### config.mk
export PLATFORM = sky130hd
export DESIGN_NAME = slot_allocator
export DESIGN_NICKNAME = d
export VERILOG_FILES = /design/src/rtl/slot_allocator.sv
export SDC_FILE = /design/constraint.sdc
export NUM_CORES = 1
export LEC_CHECK = 0
export BUFFER_PORTS_ARGS = -buffer_cell sky130_fd_sc_hd__buf_2
export CORE_AREA = 8 8 141 143
export DETAILED_ROUTE_END_ITERATION = 10
export DIE_AREA = 0 0 149 151
export GPL_ROUTABILITY_DRIVEN = 0
export HOLD_SLACK_MARGIN = 0.12
export PLACE_DENSITY_LB_ADDON = 0.1
export SLEW_MARGIN = 25
export SYNTH_ARGS = -nofsm -noshare
export SYNTH_HDL_FRONTEND = slang
export SYNTH_SLANG_ARGS = --single-unit
### constraint.sdc
create_clock -name clk -period 8.2 [get_ports clk]
set_input_delay 1.64 -clock clk [delete_from_list [all_inputs] [get_ports clk]]
set_output_delay 1.64 -clock clk [all_outputs]
set_load 0.05 [all_outputs]
### src/rtl/slot_allocator.sv
// Insert/delete control stage in front of flag_register: reads the three candidate buckets, picks or clears a slot,
// writes the new mask back and returns a response. Clears the whole flag memory after reset.
module slot_allocator #(
  parameter int SIZE        = 10,
  parameter int BUCKET_SIZE = 4,
  localparam int WAY_W      = (BUCKET_SIZE > 1) ? $clog2(BUCKET_SIZE) : 1
) (
  input  logic                   clk,
  input  logic                   reset,
  input  logic                   req_valid,
  output logic                   req_ready,
  input  logic                   req_op,
  input  logic [SIZE-1:0]        req_adr_0,
  input  logic [SIZE-1:0]        req_adr_1,
  input  logic [SIZE-1:0]        req_adr_2,
  input  logic [1:0]             req_sel,
  input  logic [WAY_W-1:0]       req_way,
  output logic [SIZE-1:0]        flag_read_adr_0,
  output logic [SIZE-1:0]        flag_read_adr_1,
  output logic [SIZE-1:0]        flag_read_adr_2,
  input  logic [BUCKET_SIZE-1:0] flag_in_0,
  input  logic [BUCKET_SIZE-1:0] flag_in_1,
  input  logic [BUCKET_SIZE-1:0] flag_in_2,
  output logic [SIZE-1:0]        flag_write_adr,
  output logic                   flag_write_en,
  output logic [BUCKET_SIZE-1:0] flag_write_is_valid,
  output logic                   resp_valid,
  input  logic                   resp_ready,
  output logic                   resp_ok,
  output logic [1:0]             resp_sel,
  output logic [WAY_W-1:0]       resp_way,
  output logic [SIZE-1:0]        resp_adr,
  output logic                   init_done
);

  localparam logic [0:0] ST_INIT = 1'b0;
  localparam logic [0:0] ST_RUN  = 1'b1;

  logic [0:0]             state_r;
  logic [SIZE-1:0]        init_cnt_r;
  logic                   s1_valid_r;
  logic                   s1_op_r;
  logic [SIZE-1:0]        s1_adr0_r, s1_adr1_r, s1_adr2_r;
  logic [1:0]             s1_sel_r;
  logic [WAY_W-1:0]       s1_way_r;
  logic                   fwd_valid_r;
  logic [SIZE-1:0]        fwd_adr_r;
  logic [BUCKET_SIZE-1:0] fwd_data_r;

  logic                   commit_s, accept_s;
  logic [BUCKET_SIZE-1:0] eff0_s, eff1_s, eff2_s, del_mask_s;
  logic [SIZE-1:0]        del_adr_s;
  logic                   dec_write_s, dec_ok_s;
  logic [1:0]             dec_sel_s;
  logic [WAY_W-1:0]       dec_way_s;
  logic [SIZE-1:0]        dec_adr_s;
  logic [BUCKET_SIZE-1:0] dec_mask_s;
  logic                   wr_en_s;
  logic [SIZE-1:0]        wr_adr_s;
  logic [BUCKET_SIZE-1:0] wr_data_s;

  function automatic logic [WAY_W-1:0] lowest_zero(input logic [BUCKET_SIZE-1:0] m);
    logic [WAY_W-1:0] r;
    r = {WAY_W{1'b0}};
    for (int i = BUCKET_SIZE - 1; i >= 0; i--) begin
      r = (!m[i]) ? WAY_W'(i) : r;
    end
    return r;
  endfunction

  function automatic logic [BUCKET_SIZE-1:0] onehot(input logic [WAY_W-1:0] w);
    logic [BUCKET_SIZE-1:0] r;
    r    = {BUCKET_SIZE{1'b0}};
    r[w] = 1'b1;
    return r;
  endfunction

  // Handshake and forwarding-corrected bucket masks
  always_comb begin
    commit_s  = s1_valid_r && (!resp_valid || resp_ready);
    req_ready = (state_r == ST_RUN) && (!s1_valid_r || commit_s);
    accept_s  = req_valid && req_ready;
    eff0_s    = (fwd_valid_r && fwd_adr_r == s1_adr0_r) ? fwd_data_r : flag_in_0;
    eff1_s    = (fwd_valid_r && fwd_adr_r == s1_adr1_r) ? fwd_data_r : flag_in_1;
    eff2_s    = (fwd_valid_r && fwd_adr_r == s1_adr2_r) ? fwd_data_r : flag_in_2;
  end

  // Stalled S1 re-reads its own buckets so the data is fresh when it finally commits
  always_comb begin
    if (accept_s) begin
      flag_read_adr_0 = req_adr_0;
      flag_read_adr_1 = req_adr_1;
      flag_read_adr_2 = req_adr_2;
    end else begin
      flag_read_adr_0 = s1_adr0_r;
      flag_read_adr_1 = s1_adr1_r;
      flag_read_adr_2 = s1_adr2_r;
    end
  end

  // Delete target bucket selection
  always_comb begin
    case (s1_sel_r)
      2'd0:    begin del_mask_s = eff0_s; del_adr_s = s1_adr0_r; end
      2'd1:    begin del_mask_s = eff1_s; del_adr_s = s1_adr1_r; end
      2'd2:    begin del_mask_s = eff2_s; del_adr_s = s1_adr2_r; end
      default: begin del_mask_s = {BUCKET_SIZE{1'b0}}; del_adr_s = s1_adr0_r; end
    endcase
  end

  // Slot decision for the request in S1
  always_comb begin
    dec_write_s = 1'b0;
    dec_ok_s    = 1'b0;
    dec_sel_s   = 2'd0;
    dec_way_s   = {WAY_W{1'b0}};
    dec_adr_s   = s1_adr0_r;
    dec_mask_s  = {BUCKET_SIZE{1'b0}};
    if (s1_op_r == 1'b0) begin
      if (!(&eff0_s)) begin
        dec_write_s = 1'b1;
        dec_ok_s    = 1'b1;
        dec_way_s   = lowest_zero(eff0_s);
        dec_mask_s  = eff0_s | onehot(lowest_zero(eff0_s));
      end else if (!(&eff1_s)) begin
        dec_write_s = 1'b1;
        dec_ok_s    = 1'b1;
        dec_sel_s   = 2'd1;
        dec_adr_s   = s1_adr1_r;
        dec_way_s   = lowest_zero(eff1_s);
        dec_mask_s  = eff1_s | onehot(lowest_zero(eff1_s));
      end else if (!(&eff2_s)) begin
        dec_write_s = 1'b1;
        dec_ok_s    = 1'b1;
        dec_sel_s   = 2'd2;
        dec_adr_s   = s1_adr2_r;
        dec_way_s   = lowest_zero(eff2_s);
        dec_mask_s  = eff2_s | onehot(lowest_zero(eff2_s));
      end else begin
        dec_write_s = 1'b0;
      end
    end else begin
      dec_sel_s = s1_sel_r;
      dec_way_s = s1_way_r;
      dec_adr_s = del_adr_s;
      if (del_mask_s[s1_way_r]) begin
        dec_write_s = 1'b1;
        dec_ok_s    = 1'b1;
        dec_mask_s  = del_mask_s & ~onehot(s1_way_r);
      end else begin
        dec_write_s = 1'b0;
      end
    end
  end

  // Flag write port: clear sweep during INIT, one write per committed request afterwards
  always_comb begin
    if (state_r == ST_INIT) begin
      wr_en_s   = 1'b1;
      wr_adr_s  = init_cnt_r;
      wr_data_s = {BUCKET_SIZE{1'b0}};
    end else if (commit_s && dec_write_s) begin
      wr_en_s   = 1'b1;
      wr_adr_s  = dec_adr_s;
      wr_data_s = dec_mask_s;
    end else begin
      wr_en_s   = 1'b0;
      wr_adr_s  = {SIZE{1'b0}};
      wr_data_s = {BUCKET_SIZE{1'b0}};
    end
  end

  // Hold the write port quiet while reset is asserted
  always_comb begin
    if (reset) begin
      flag_write_en       = wr_en_s;
      flag_write_adr      = wr_adr_s;
      flag_write_is_valid = wr_data_s;
    end else begin
      flag_write_en       = 1'b0;
      flag_write_adr      = {SIZE{1'b0}};
      flag_write_is_valid = {BUCKET_SIZE{1'b0}};
    end
  end

  // INIT sweep counter and state
  always_ff @(posedge clk or negedge reset) begin
    if (!reset) begin
      state_r    <= ST_INIT;
      init_cnt_r <= {SIZE{1'b0}};
      init_done  <= 1'b0;
    end else if (state_r == ST_INIT) begin
      init_cnt_r <= init_cnt_r + {{(SIZE-1){1'b0}}, 1'b1};
      if (init_cnt_r == {SIZE{1'b1}}) begin
        state_r   <= ST_RUN;
        init_done <= 1'b1;
      end
    end
  end

  // S1 request register
  always_ff @(posedge clk or negedge reset) begin
    if (!reset) begin
      s1_valid_r <= 1'b0;
      s1_op_r    <= 1'b0;
      s1_adr0_r  <= {SIZE{1'b0}};
      s1_adr1_r  <= {SIZE{1'b0}};
      s1_adr2_r  <= {SIZE{1'b0}};
      s1_sel_r   <= 2'd0;
      s1_way_r   <= {WAY_W{1'b0}};
    end else if (accept_s) begin
      s1_valid_r <= 1'b1;
      s1_op_r    <= req_op;
      s1_adr0_r  <= req_adr_0;
      s1_adr1_r  <= req_adr_1;
      s1_adr2_r  <= req_adr_2;
      s1_sel_r   <= req_sel;
      s1_way_r   <= req_way;
    end else if (commit_s) begin
      s1_valid_r <= 1'b0;
    end
  end

  // Forward the last write for one cycle to cover the memory's read latency
  always_ff @(posedge clk or negedge reset) begin
    if (!reset) begin
      fwd_valid_r <= 1'b0;
      fwd_adr_r   <= {SIZE{1'b0}};
      fwd_data_r  <= {BUCKET_SIZE{1'b0}};
    end else begin
      fwd_valid_r <= wr_en_s;
      fwd_adr_r   <= wr_adr_s;
      fwd_data_r  <= wr_data_s;
    end
  end

  // Response register, held until consumed
  always_ff @(posedge clk or negedge reset) begin
    if (!reset) begin
      resp_valid <= 1'b0;
      resp_ok    <= 1'b0;
      resp_sel   <= 2'd0;
      resp_way   <= {WAY_W{1'b0}};
      resp_adr   <= {SIZE{1'b0}};
    end else if (commit_s) begin
      resp_valid <= 1'b1;
      resp_ok    <= dec_ok_s;
      resp_sel   <= dec_sel_s;
      resp_way   <= dec_way_s;
      resp_adr   <= dec_adr_s;
    end else if (resp_ready) begin
      resp_valid <= 1'b0;
    end
  end

endmodule

Yosys cells after proc, flatten, opt, wreduce, memory -nomap -nowiden
Cells that the tools add are included.
{"block": "totals", "regBits": 79, "inputBits": 51, "word_cells": 128}
{"block": "classes", "addsub": 1, "magnitude_cmp": 8, "n_eq_ne": 6, "mux": 67, "bitwise_logic": 6, "n_reduce_logical": 22}
{"op": "10-bit two-way mux", "n": 10}
{"op": "4-bit two-way mux", "n": 11}
{"op": "2-bit two-way mux", "n": 20}
{"op": "10-bit equality test", "n": 3}
{"op": "10-bit one-hot mux with 2 select lines", "n": 1}
{"op": "1-bit two-way mux", "n": 19}
{"op": "2-bit by 3-bit < comparator with 1-bit output, second input constant", "n": 4}
{"op": "4-bit bitwise OR", "n": 3}
{"op": "4-bit one-hot mux with 3 select lines", "n": 1}
{"op": "4-bit AND reduction", "n": 3}
{"op": "1-bit logical AND", "n": 11}
{"op": "10-bit by 1-bit adder with 10-bit output, second input constant", "n": 1}
{"op": "10-bit equality test, second input constant", "n": 1}
{"op": "1-bit demux with 2-bit select", "n": 4}
{"op": "2-bit by 1-bit greater-or-equal comparator with 1-bit output, second input constant", "n": 4}
{"op": "4-bit bitwise AND", "n": 1}
{"op": "4-bit NOT", "n": 1}
{"op": "2-bit nonzero test", "n": 2}
{"op": "1-bit binary-select mux with 2-bit select", "n": 1}
{"op": "2-bit by 1-bit equality test with 1-bit output, second input constant", "n": 1}
{"op": "2-bit equality test, second input constant", "n": 1}
{"op": "1-bit logical NOT", "n": 2}
{"op": "2-bit logical NOT", "n": 1}
{"op": "1-bit logical OR", "n": 2}
{"op": "2 further kinds", "n": 2}

Depth between registers and ports, before layout
Gate-level depths: netlist of run 1.
{"block": "logic_depth", "word_depth": 19, "ltp_mapped": 10, "mapped_depth_nobuf": 8}

Worst setup path after synthesis of run 1
OpenSTA, ideal clock, no wires.
{"block": "synth_path", "path_type": "input port to output port", "from": "input flag_in_0[3]", "to": "output flag_write_adr[1]", "arrival_time_ps": 3959, "setup_slack_ps": 2601, "stages": 6, "cell_sequence": "nand4_1 > mux2_2 > nor3_1 > a22o_1 > a221oi_1 > o21ai_0"}
{"block": "synth_via", "elab_chain_cells": 10}
{"element": "start: declaration", "line_no": "21", "source": "input logic [BUCKET_SIZE-1:0] flag_in_0,"}
{"element": "4-bit two-way mux *", "line_no": "83", "source": "eff0_s = (fwd_valid_r && fwd_adr_r == s1_adr0_r) ? fwd_data_r : flag_in_0;"}
{"element": "4-bit one-hot mux with 3 select lines", "line_no": "103", "source": "case (s1_sel_r)"}
{"element": "1-bit binary-select mux with 2-bit select", "line_no": "146", "source": "if (del_mask_s[s1_way_r]) begin"}
{"element": "1-bit two-way mux (implied by the code)", "line_no": "146"}
{"element": "1-bit two-way mux", "line_no": "146"}
{"element": "1-bit two-way mux", "line_no": "119", "source": "if (s1_op_r == 1'b0) begin"}
{"element": "1-bit logical AND", "line_no": "162", "source": "end else if (commit_s && dec_write_s) begin"}
{"element": "10-bit two-way mux *", "line_no": "162"}
{"element": "10-bit two-way mux *", "line_no": "158", "source": "if (state_r == ST_INIT) begin"}
{"element": "10-bit two-way mux *", "line_no": "175", "source": "if (reset) begin"}
{"element": "end: declaration", "line_no": "24", "source": "output logic [SIZE-1:0] flag_write_adr,"}
Every way passes the cells marked *; elsewhere a longest branch is shown, timed or not. The select of a mux whose other input is x is not followed.

Final worst setup path of run 1
{"block": "layout_path", "from": "register fwd_adr_r[5]", "to": "output flag_write_is_valid[0]"}
{"block": "layout_via", "elab_chain_cells": 19}
{"element": "start: declaration", "line_no": "47", "source": "logic [SIZE-1:0] fwd_adr_r;"}
{"element": "start signal: assignment", "line_no": "228", "source": "fwd_adr_r <= {SIZE{1'b0}};"}
{"element": "start signal: assignment", "line_no": "232", "source": "fwd_adr_r <= wr_adr_s;"}
{"element": "10-bit equality test", "line_no": "85", "source": "eff2_s = (fwd_valid_r && fwd_adr_r == s1_adr2_r) ? fwd_data_r : flag_in_2;"}
{"element": "1-bit logical AND", "line_no": "85"}
{"element": "4-bit two-way mux", "line_no": "85"}
{"element": "2-bit two-way mux (4 in a row)", "line_no": "66", "source": "r = (!m[i]) ? WAY_W'(i) : r;"}
{"element": "2-bit by 3-bit < comparator with 1-bit output (implied by the code) / 2-bit by 1-bit greater-or-equal comparator with 1-bit output (equally long branches)", "line_no": "74", "source": "r[w] = 1'b1;"}
{"element": "1-bit logical AND (implied by the code)", "line_no": "74"}
{"element": "1-bit two-way mux (implied by the code)", "line_no": "74"}
{"element": "1-bit demux with 2-bit select", "line_no": "74"}
{"element": "4-bit bitwise OR", "line_no": "138", "source": "dec_mask_s = eff2_s | onehot(lowest_zero(eff2_s));"}
{"element": "4-bit two-way mux", "line_no": "132", "source": "end else if (!(&eff2_s)) begin"}
{"element": "4-bit two-way mux", "line_no": "125", "source": "end else if (!(&eff1_s)) begin"}
{"element": "4-bit two-way mux", "line_no": "120", "source": "if (!(&eff0_s)) begin"}
{"element": "4-bit two-way mux", "line_no": "119"}
{"element": "4-bit two-way mux *", "line_no": "162"}
{"element": "4-bit two-way mux *", "line_no": "158"}
{"element": "4-bit two-way mux *", "line_no": "175"}
{"element": "end: declaration", "line_no": "26", "source": "output logic [BUCKET_SIZE-1:0] flag_write_is_valid,"}
Marked as above.

==> impl_metrics.csv, run 1 <==
group,metric,value,unit
status,outcome,"finished clean",
pwr,power_frac_comb,0.061,
clock_network,cts_tree,"yes",
clock_network,numCtsBuffers,9,
worst_setup_path,start_kind,"flip-flop",
pwr,power_switching,0.2100,mW
placement,dp.cells,826,
placement,port_buffers,113,
clock_network,clockBufferDepth,2,
floorplan,die_w,149,microns
sta,hold_viol,0,
worst_setup_path,endpoint_kind,"output pin",
floorplan,start_util,0.2746,
cells_and_area,fin_nets,664,
synthesis,ys_types,61,
clock_network,cts-root-buf,"clkbuf_16",
worst_setup_path,r2r_setup_slack,4470,ps
synthesis,yosys.area.top_type_share,0.4077,
sta,fmax,169.7,MHz
grt,grt_pass1_vias,4721,
cells_and_area,layout.cells.non_filler,842,
synthesis,synth_cells,502,
clock_network,post_cts_resized,0,
hold_path,hp-class,"reg -> reg",
cells_and_area,stdcell_area,0.005931,sq mm
synthesis,async_reset_ff_frac,1.000,
synthesis,avgSynthCellArea,9.658,sq um
pwr,swShare,0.2445,
floorplan,core,0.01766,sq mm
sta,relSlewSlack,0.3354,
clock_network,clkSinkCount,79,
cells_and_area,drive_above_1_share,0.3132,
sta,rsz0062_at_grt,"no",
floorplan,dieArea,0.02250,sq mm
synthesis,synthesis.nets,558,
route,vias,4445,
synthesis,synthFlopType,"dfrtp_1",
cells_and_area,fillers,1908,
sta,tightest_slew,991.5,ps
synthesis,synth_edf_count,0,
pwr,internal_power,0.6489,mW
floorplan,io_pins,114,
sta,layout_worst_path_cycle_share,0.7188,
sta,fin_skew,9.540,ps
clock_network,cts.clk_slew.worst_paths,70,ps
cells_and_area,diodes,0,
floorplan,row_count,49,
pwr,power,0.8590,mW
cells_and_area,fin_util,0.3359,
synthesis,yosysSeqAreaShare,0.4077,
route,first_pass_iters,4,
route,drtAntennaViolNets,0,
synthesis,ys_ff_latch,79,
sta,min_period,5894,ps
worst_setup_path,crit_type,"reg -> out",
cells_and_area,area_growth_syn_to_layout,22.32,%
grt,grtUsageTotal,0.1550,
worst_setup_path,required,6560,ps
synthesis,synth_most_common_cell,"dfrtp_1",
pwr,ir_drop,0.0001236,V
synthesis,synth_top_cell_by_area,"dfrtp_1",
sta,hold_ws,462.7,ps
synthesis,syn_area,0.004848,sq mm
route,wl,17090,microns
clock_network,hold_buffers,0,
floorplan,die_y,151,microns
sta,final-setup-viol-count,0,
grt,grt_antenna_before_repair,0,
synthesis,yosysWarnings,0,
sta,fin_tns_setup,0,ps
route,via_per_inst,5.279,
route,drt_iter0_markers,230,
synthesis,synthTopCellsByCount,"79 x dfrtp_1, 59 x nand2_1, 42 x mux2_2",
route,routedWlPerCell,20.30,microns
pwr,power_leakage,2.714,nW
pwr,powerDensity,144.8,mW/mm^2
sta,finalMaxSlewViolations,0,
flow_run,drv_cap,0,
clock_network,clock_latency,350,ps
grt,gr-total-overflow,0,
grt,grt_max_degree,48,
clock_network,cts_setup_buffers,0,
sta,worst_slack,2306,ps
synthesis,synth_area_leaders,"dfrtp_1 41%, mux2_2 9.8%, xnor2_1 6.7%, nand2_1 4.6%, o21ai_0 3.8%",
clock_network,htreeDepth,3,
placement,placed_area,0.005623,sq mm
grt,grt_pass1_wl,26940,microns
pwr,clockPowerShare,0.486,
placement,pre_cts_slack,2592,ps
worst_setup_path,path_max_fanout,13,
route,drc,0,
worst_setup_path,cp.arrival,4250,ps
pwr,seqPwrFrac,0.454,
placement,dp_hpwl,13500,microns
## path summary, 6_finish.rpt
check | startpoint | to | cells after the start
worst max-delay path | fwd_adr_r[5]$_DFF_PN0_ | flag_write_is_valid[0] | 9
worst min-delay path | init_done$_DFFE_PN0P_ | init_done$_DFFE_PN0P_ | 1
worst max register to register | fwd_adr_r[5]$_DFF_PN0_ | fwd_adr_r[8]$_DFF_PN0_ | 7
worst min register to register | init_done$_DFFE_PN0P_ | init_done$_DFFE_PN0P_ | 1
max in group asynchronous | reset | resp_way[0]$_DFFE_PN0P_ | 2
min in group asynchronous | reset | s1_adr1_r[9]$_DFF_PN0_ | 1
## cell type report
type                    instances  area [sq um]  share of cell area
clock buffers                   9         225.2             0.03797
clock inverters                 7         77.57             0.01308
inverters                      17         63.81             0.01076
multi-input cells             385          2710              0.4570
flip-flops and latches         79          1977              0.3333
well taps                     229         286.5             0.04831
repair buffers                116         590.6             0.09958
## logic make-up after synthesis
family,after synthesis,synth area share
AND/OR/NAND/NOR,147,0.1484
AO/OA/AOI/OAI,135,0.1915
flip-flops,79,0.4077
multiplexers,59,0.1347
XOR/XNOR,39,0.07045
buffers and inverters,38,0.03432
adder cells (fa/ha/maj),5,0.01290
## worst max-delay path: stages (launching register included)
cell,delay [ps]
dfrtp_1,450
xnor2_1,290
nand4_1,150
nor3_2,770
mux2i_1,400
a222oi_1,210
a221oi_2,570
o211ai_2,360
a211oi_1,380
buf_2,320
## state kept, by name, indices dropped and copies added (netlist names)
signal,cells
fwd_adr_r,10
fwd_data_r,4
fwd_valid_r,1
init_cnt_r,10
init_done,1
resp_adr,10
resp_ok,1
resp_sel,2
resp_valid,1
resp_way,2
s1_adr0_r,10
s1_adr1_r,10
s1_adr2_r,10
s1_op_r,1
s1_sel_r,2
s1_valid_r,1
s1_way_r,2
state_r,1
## layout by cell type, fill, tap and decap left out, types with 6 or more instances in the layout
master	Yosys	layout
clkbuf_16	0	9
mux2i_1	15	15
o22ai_1	7	7
a221oi_1	6	6
nand4_1	16	16
nand2_1	59	59
nand3_1	10	10
dfrtp_1	79	79
inv_1	16	16
o21ai_0	37	37
nor2_1	26	26
a21oi_1	25	25
xnor2_1	37	37
a22oi_1	12	12
buf_2	1	112
nor3_1	9	8
mux2_2	42	42
## per-layer routing
| metal | global-route usage | part of all wire | vias to the layer above |
|---|---|---|---|
| li1 | - | - | 2073 |
| met1 | 0.1895 | 0.43 | 2183 |
| met2 | 0.2640 | 0.49 | 159 |
| met3 | 0.02988 | 0.046 | 30 |
| met4 | 0.06108 | 0.028 | 0 |
| met5 | 0 | 0 | - |
## power groups by stage
stage	Combinational [mW]	Sequential (mW)	Clock, mW
detailed placement	0.0525	0.397	0
global route	0.0588	0.389	0.449
finish	0.0520	0.390	0.417
global placement	0.0526	0.397	0
floorplan	0.0218	0.397	0
CTS	0.0527	0.389	0.430
No activity file was read; power rests on OpenSTA's default activity.
==> inputs of run 2 (changes only) <==
--- a/config.mk
+++ b/config.mk
@@ -5,10 +5,11 @@
 export SDC_FILE = /design/constraint.sdc
 export NUM_CORES = 1
 export LEC_CHECK = 0
+export ABC_AREA = 1
 export BUFFER_PORTS_ARGS = -buffer_cell sky130_fd_sc_hd__buf_2
-export CORE_AREA = 8 8 141 143
+export CORE_AREA = 8 8 148 150
 export DETAILED_ROUTE_END_ITERATION = 10
-export DIE_AREA = 0 0 149 151
+export DIE_AREA = 0 0 156 158
 export GPL_ROUTABILITY_DRIVEN = 0
 export HOLD_SLACK_MARGIN = 0.12
 export PLACE_DENSITY_LB_ADDON = 0.1
==> constraint.sdc (replaced) <==
create_clock -name clk -period 5.4 [get_ports clk]
set_input_delay 1.08 -clock clk [delete_from_list [all_inputs] [get_ports clk]]
set_output_delay 1.08 -clock clk [all_outputs]
set_load 0.05 [all_outputs]
==> impl_metrics.csv, run 2 <==
group,metric,value,unit
clock_network,post_cts_resized,0,
synthesis,synth_edf_count,0,
synthesis,yosysWarnings,0,
pwr,ir_drop,0.0001178,V
worst_setup_path,cp.arrival,3500,ps
worst_setup_path,start_kind,"flip-flop",
flow_run,drv_cap,0,
sta,relSlewSlack,0.4669,
floorplan,core,0.01971,sq mm
clock_network,cts_setup_buffers,0,
hold_path,hp-class,"reg -> reg",
route,via_per_inst,4.586,
worst_setup_path,endpoint_kind,"output pin",
sta,rsz0062_at_grt,"no",
synthesis,syn_area,0.005383,sq mm
synthesis,synth_top_cell_by_area,"dfrtp_1",
route,routedWlPerCell,17.17,microns
clock_network,clockBufferDepth,2,
route,first_pass_iters,5,
grt,grt_pass1_vias,5749,
worst_setup_path,path_max_fanout,11,
floorplan,die_w,156,microns
grt,grtUsageTotal,0.1713,
route,vias,5370,
cells_and_area,mostFrequentLayoutCell,"nand2_1",
sta,min_period,4579,ps
synthesis,yosysSeqAreaShare,0.3673,
placement,dp_hpwl,16590,microns
cells_and_area,fin_nets,953,
synthesis,async_reset_ff_frac,1.000,
grt,grt_pass1_wl,32200,microns
route,drtAntennaViolNets,0,
clock_network,cts.clk_slew.worst_paths,60,ps
floorplan,die_y,158,microns
placement,port_buffers,113,
clock_network,cts_tree,"yes",
synthesis,synth_most_common_cell,"nand2_1",
cells_and_area,drive_above_1_share,0.2242,
synthesis,synthFlopType,"dfrtp_1",
route,wl,20110,microns
pwr,power_leakage,3.407,nW
sta,hold_viol,0,
sta,finalMaxSlewViolations,0,
cells_and_area,area_growth_syn_to_layout,21.29,%
sta,hold_ws,476.3,ps
clock_network,hold_buffers,0,
synthesis,synth_area_leaders,"dfrtp_1 37%, nand2_1 18%, nor2_1 6.1%, inv_1 5.7%, a21oi_1 5.7%",
sta,fin_skew,14.68,ps
synthesis,synthTopCellsByCount,"258 x nand2_1, 87 x nor2_1, 82 x inv_1",
grt,gr-total-overflow,0,
sta,fmax,218.4,MHz
synthesis,ys_ff_latch,79,
sta,tightest_slew,799.6,ps
sta,worst_slack,821.3,ps
floorplan,row_count,52,
sta,final-setup-viol-count,0,
clock_network,htreeDepth,3,
clock_network,cts-root-buf,"clkbuf_16",
floorplan,dieArea,0.02465,sq mm
route,drc,0,
clock_network,numCtsBuffers,9,
pwr,powerDensity,198.5,mW/mm^2
cells_and_area,final_cell_mix,"257 x nand2_1, 112 x buf_2, 87 x nor2_1",
synthesis,ys_types,45,
route,drt_iter0_markers,337,
status,outcome,"finished clean",
sta,fin_tns_setup,0,ps
cells_and_area,diodes,0,
floorplan,io_pins,114,
clock_network,clkSinkCount,79,
synthesis,avgSynthCellArea,6.831,sq um
placement,pre_cts_slack,920.7,ps
grt,grt_antenna_before_repair,0,
synthesis,yosys.area.top_type_share,0.3673,
synthesis,synth_cells,788,
worst_setup_path,crit_type,"reg -> out",
clock_network,clock_latency,360,ps
grt,grt_max_degree,64,
floorplan,start_util,0.2730,
worst_setup_path,required,4320,ps
synthesis,synthesis.nets,844,
sta,layout_worst_path_cycle_share,0.8479,
-- run 2: changes by cell type in the layout (fill, tap and decap cells not counted), sizes merged, moves of 7 or more --
cell and delta:
a21oi +40, a221oi -7, inv +71, mux2 -42, mux2i -15, nand2 +214, nand3 +59, nand4 -9
nor2 +77, o21ai -21, xnor2 -33
-- run 2: critical path, cell delays in order, from the launching register on --
cell     delay (ps)
dfrtp_1         430
inv_1           180
nor2_1           80
inv_1            50
nand2_1          40
nor3b_1         450
nand3_1         180
nand2_1         190
nor2_4           60
nand2_4         110
nor2_8           70
inv_4           100
o21ai_2          70
nor2_4          450
inv_1           130
nand2_2         110
nand2_1          80
nor2_1           90
buf_2           270
-- run 2: final cells by class --
| cell class | instances | area (sq um) |
|---|---|---|
| clock buffer | 10 | 239.0 |
| tap | 270 | 337.8 |
| sequential | 79 | 1977 |
| fill | 2231 | 13190 |
| timing repair buffer | 118 | 605.6 |
| inverter | 94 | 356.6 |
| multi-input combinational | 595 | 2957 |
| clock inverter | 5 | 56.30 |
-- run 2: layer usage --
metal,wire length (microns),vias to the layer above,GRT usage
li1,-,2739,-
met1,9003,2465,0.2098
met2,9887,140,0.2993
met3,784,26,0.02621
met4,433,0,0.06100
met5,0,-,0
-- run 2: through the flow --
step	cells	area [sq um]	util	total power [mW]
2_1_floorplan	788	5383	-	0.6347
3_3_place_gp	1156	6233	0.3162	0.6755
3_5_place_dp	1156	6233	0.3162	0.6748
4_1_cts	1171	6529	0.3312	1.314
5_1_grt	1171	6529	0.3312	1.343
6_report	1171	6529	0.3312	1.296
-- run 2: cell families after synthesis --
logic type,after synthesis,synth area share
xor gates and xnor gates,9,0.01604
and+or+nand+nor,464,0.3933
buffers and inverters,114,0.08391
muxes,2,0.004184
DFF,79,0.3673
adders and majority gates,5,0.01162
AOI/OAI and AO/OA,115,0.1237
-- run 2: power by group --
part | internal (mW) | switching (mW)
Sequential | 0.592 | 0
Combinational | 0.0234 | 0.0476
Clock | 0.369 | 0.265
-- run 2: path summary, 6_finish.rpt --
path | slack [ps] | cells after the start | startpoint | endpoint
setup / recovery | 820 | 18 | fwd_adr_r[0]$_DFF_PN0_ | flag_write_adr[0]
hold / removal | 480 | 1 | init_done$_DFFE_PN0P_ | init_done$_DFFE_PN0P_
setup reg to reg | 2470 | 15 | fwd_adr_r[0]$_DFF_PN0_ | fwd_adr_r[9]$_DFF_PN0_
hold reg to reg | 480 | 1 | init_done$_DFFE_PN0P_ | init_done$_DFFE_PN0P_
max in group asynchronous | 3720 | 2 | reset | s1_sel_r[0]$_DFFE_PN0P_
min in group asynchronous | 590 | 1 | reset | s1_adr1_r[9]$_DFF_PN0_
==> inputs of run 3 (changes only) <==
--- a/config.mk
+++ b/config.mk
@@ -5,11 +5,11 @@
 export SDC_FILE = /design/constraint.sdc
 export NUM_CORES = 1
 export LEC_CHECK = 0
-export ABC_AREA = 1
+export ABC_AREA = 0
 export BUFFER_PORTS_ARGS = -buffer_cell sky130_fd_sc_hd__buf_2
-export CORE_AREA = 8 8 148 150
+export CORE_AREA = 8 8 141 143
 export DETAILED_ROUTE_END_ITERATION = 10
-export DIE_AREA = 0 0 156 158
+export DIE_AREA = 0 0 149 151
 export GPL_ROUTABILITY_DRIVEN = 0
 export HOLD_SLACK_MARGIN = 0.12
 export PLACE_DENSITY_LB_ADDON = 0.1
==> constraint.sdc (replaced) <==
create_clock -name clk -period 3.8 [get_ports clk]
set_input_delay 0.76 -clock clk [delete_from_list [all_inputs] [get_ports clk]]
set_output_delay 0.76 -clock clk [all_outputs]
set_load 0.05 [all_outputs]
==> impl_metrics.csv, run 3 (same netlist as run 1, synthesis figures left out) <==
group,metric,value,unit
worst_setup_path,critical_path.cell_chain,"xnor2_2 -> nand4_1 -> nor3_4 -> buf_6 -> mux2_4 -> a222oi_1 -> buf_4 -> a221oi_4 -> o211ai_2 -> buf_6 -> buf_12 -> o22ai_4 -> buf_6",
route,drc,0,
placement,pre_cts_slack,-72.53,ps
sta,fin_skew,7.546,ps
hold_path,hp-class,"reg -> reg",
floorplan,die_y,151,microns
grt,gr-total-overflow,0,
worst_setup_path,cp.arrival,3210,ps
sta,finalMaxSlewViolations,0,
worst_setup_path,cp_common_cell,"buf_6",
cells_and_area,fillers,1825,
pwr,power_switching,0.4620,mW
worst_setup_path,endpoint_kind,"output pin",
worst_setup_path,cp.depth,13,
cells_and_area,diodes,0,
placement,dp_hpwl,15000,microns
clock_network,clock_latency,350,ps
clock_network,cts-root-buf,"clkbuf_16",
hold_path,hold_depth,2,
worst_setup_path,required,3040,ps
floorplan,row_count,49,
sta,hold_ws,477.9,ps
cells_and_area,drive_above_1_share,0.4864,
sta,relSlewSlack,0.4921,
grt,grtUsageTotal,0.1700,
cells_and_area,stdcell_area,0.007177,sq mm
flow_run,drv_cap,0,
pwr,power_frac_comb,0.073,
clock_network,cts_tree,"yes",
worst_setup_path,reg2reg_to,"fwd_adr_r[4]$_DFF_PN0_",
pwr,ir_drop,0.0001838,V
placement,port_buffers,113,
sta,worst_slack,-171.4,ps
sta,tightest_slew,761.8,ps
status,violations,"negative setup slack",
clock_network,clkSinkCount,79,
sta,fin_tns_setup,-1910,ps
worst_setup_path,cp_slowest_cell,"dfrtp_1",
route,routedWlPerCell,20.64,microns
worst_setup_path,r2r_setup_slack,670,ps
worst_setup_path,start_kind,"flip-flop",
sta,final-setup-viol-count,15,
floorplan,core,0.01766,sq mm
sta,hold_viol,0,
floorplan,io_pins,114,
clock_network,hold_buffers,0,
sta,rsz0062_at_grt,"yes",
sta,layout_worst_path_cycle_share,1.045,
floorplan,die_w,149,microns
grt,grt_max_degree,43,
cells_and_area,area_growth_syn_to_layout,48.03,%
clock_network,numCtsBuffers,9,
pwr,powerDensity,263.4,mW/mm^2
pwr,clockPowerShare,0.482,
worst_setup_path,crit_type,"reg -> out",
cells_and_area,fin_nets,752,
clock_network,cts.clk_slew.worst_paths,70,ps
hold_path,hold_path_end,"resp_adr[2]$_DFFE_PN0P_",
pwr,internal_power,1.428,mW
route,vias,4866,
clock_network,htreeDepth,3,
grt,grt_antenna_before_repair,0,
sta,fmax,251.8,MHz
worst_setup_path,path_delay_family,"buffers and inverters",
worst_setup_path,reg2reg_depth,12,
worst_setup_path,timing.critical_path.buf_inv,5,
worst_setup_path,timing.rr.start,"fwd_adr_r[3]$_DFF_PN0_",
pwr,power_leakage,3.241,nW
grt,grt_pass1_vias,5120,
hold_path,holdCritStartpoint,"resp_adr[2]$_DFFE_PN0P_",
route,via_per_inst,5.232,
cells_and_area,multi_input_area,0.003139,sq mm
clock_network,clockBufferDepth,2,
route,drt_iter0_markers,272,
cells_and_area,final_cell_mix,"97 x buf_2, 86 x buf_4, 72 x dfrtp_1",
cells_and_area,final-seq-area,0.001986,sq mm
worst_setup_path,slowest_delay,460,ps
route,wl,19190,microns
placement,placed_area,0.006254,sq mm
status,outcome,"finished with violations",
pwr,swShare,0.2444,
cells_and_area,mostFrequentLayoutCell,"buf_2",
floorplan,start_util,0.2746,
worst_setup_path,path_max_fanout,5,
route,drtAntennaViolNets,0,
route,first_pass_iters,7,
sta,min_period,3971,ps
pwr,seqPwrFrac,0.445,
floorplan,dieArea,0.02250,sq mm
grt,grt_pass1_wl,29350,microns
[run 3: cell count changes in the layout (fill, tap and decap cells not counted), moves of 15 or more]
| cell | previous run | this run |
|---|---|---|
| a21oi_1 | 61 | 23 |
| buf_2 | 112 | 97 |
| buf_4 | 6 | 86 |
| buf_6 | 0 | 18 |
| inv_1 | 82 | 16 |
| mux2_2 | 2 | 41 |
| nand2_1 | 257 | 59 |
| nand3_1 | 56 | 10 |
| nor2_1 | 87 | 22 |
| o21ai_0 | 15 | 30 |
| xnor2_1 | 3 | 18 |
| xnor2_2 | 1 | 19 |
[run 3: worst register-to-register path, cell delays in order (launching register included)]
cell      delay (ps)
dfrtp_2          470
xnor2_2          210
nand3_1          130
or3_4            440
buf_4            180
a21oi_1          230
buf_4            160
o41ai_2           70
buf_4            180
nor2_2           160
o211ai_2         130
buf_4            210
o21ai_0          400
[run 3: timing repair]
item / CTS / global route
endpoints found under the setup margin: 15 / 15
buffers inserted: 8 / 3
pin swaps: 13 / 16
gates cloned: 1 / 0
gates resized for setup: 77 / 35
[run 3: area by class of cell]
class                           count  share of cell area
Clock buffer                       10             0.03330
Clock inverter                      6            0.009589
Inverter                           17            0.008891
Multi-Input combinational cell    385              0.4374
Sequential cell                    79              0.2767
Tap cell                          229             0.03992
Timing Repair Buffer              204              0.1942
[run 3: through the flow]
step                power, mW    util  cells
floorplan              0.9042       -    502
global placement       0.9789  0.3542    903
detailed placement     0.9795  0.3542    903
CTS                     1.908  0.3941    928
global route            1.959  0.4065    930
finish                  1.890  0.4065    930
[run 3: power groups by stage]
stage	clock (mW)	combinational (mW)	sequential, mW
final	0.911	0.138	0.841
after global placement	0	0.122	0.857
after CTS	0.935	0.133	0.841
after floorplan	0	0.0474	0.857
after global routing	0.968	0.150	0.840
after detailed placement	0	0.123	0.857
[run 3: worst max-delay path by stage]
| stage | from | to | slack (ps) |
|---|---|---|---|
| after floorplan | fwd_adr_r[4]$_DFF_PN0_ | flag_write_adr[2] | -340 |
| after global placement | fwd_adr_r[3]$_DFF_PN0_ | flag_write_is_valid[2] | -40 |
| after detailed placement | fwd_adr_r[1]$_DFF_PN0_ | flag_write_is_valid[2] | -70 |
| after CTS | fwd_adr_r[1]$_DFF_PN0_ | flag_write_adr[4] | -190 |
| after global routing | fwd_adr_r[6]$_DFF_PN0_ | flag_write_adr[4] | -280 |
| final | fwd_adr_r[9]$_DFF_PN0_ | flag_write_adr[4] | -170 |
[run 3: per-layer routing]
| layer | vias up | share of wire | GRT usage |
|---|---|---|---|
| met5 | - | 0 | 0 |
| met2 | 154 | 0.52 | 0.3002 |
| met1 | 2440 | 0.41 | 0.2016 |
| met4 | 0 | 0.022 | 0.06108 |
| li1 | 2241 | - | - |
| met3 | 31 | 0.053 | 0.03257 |
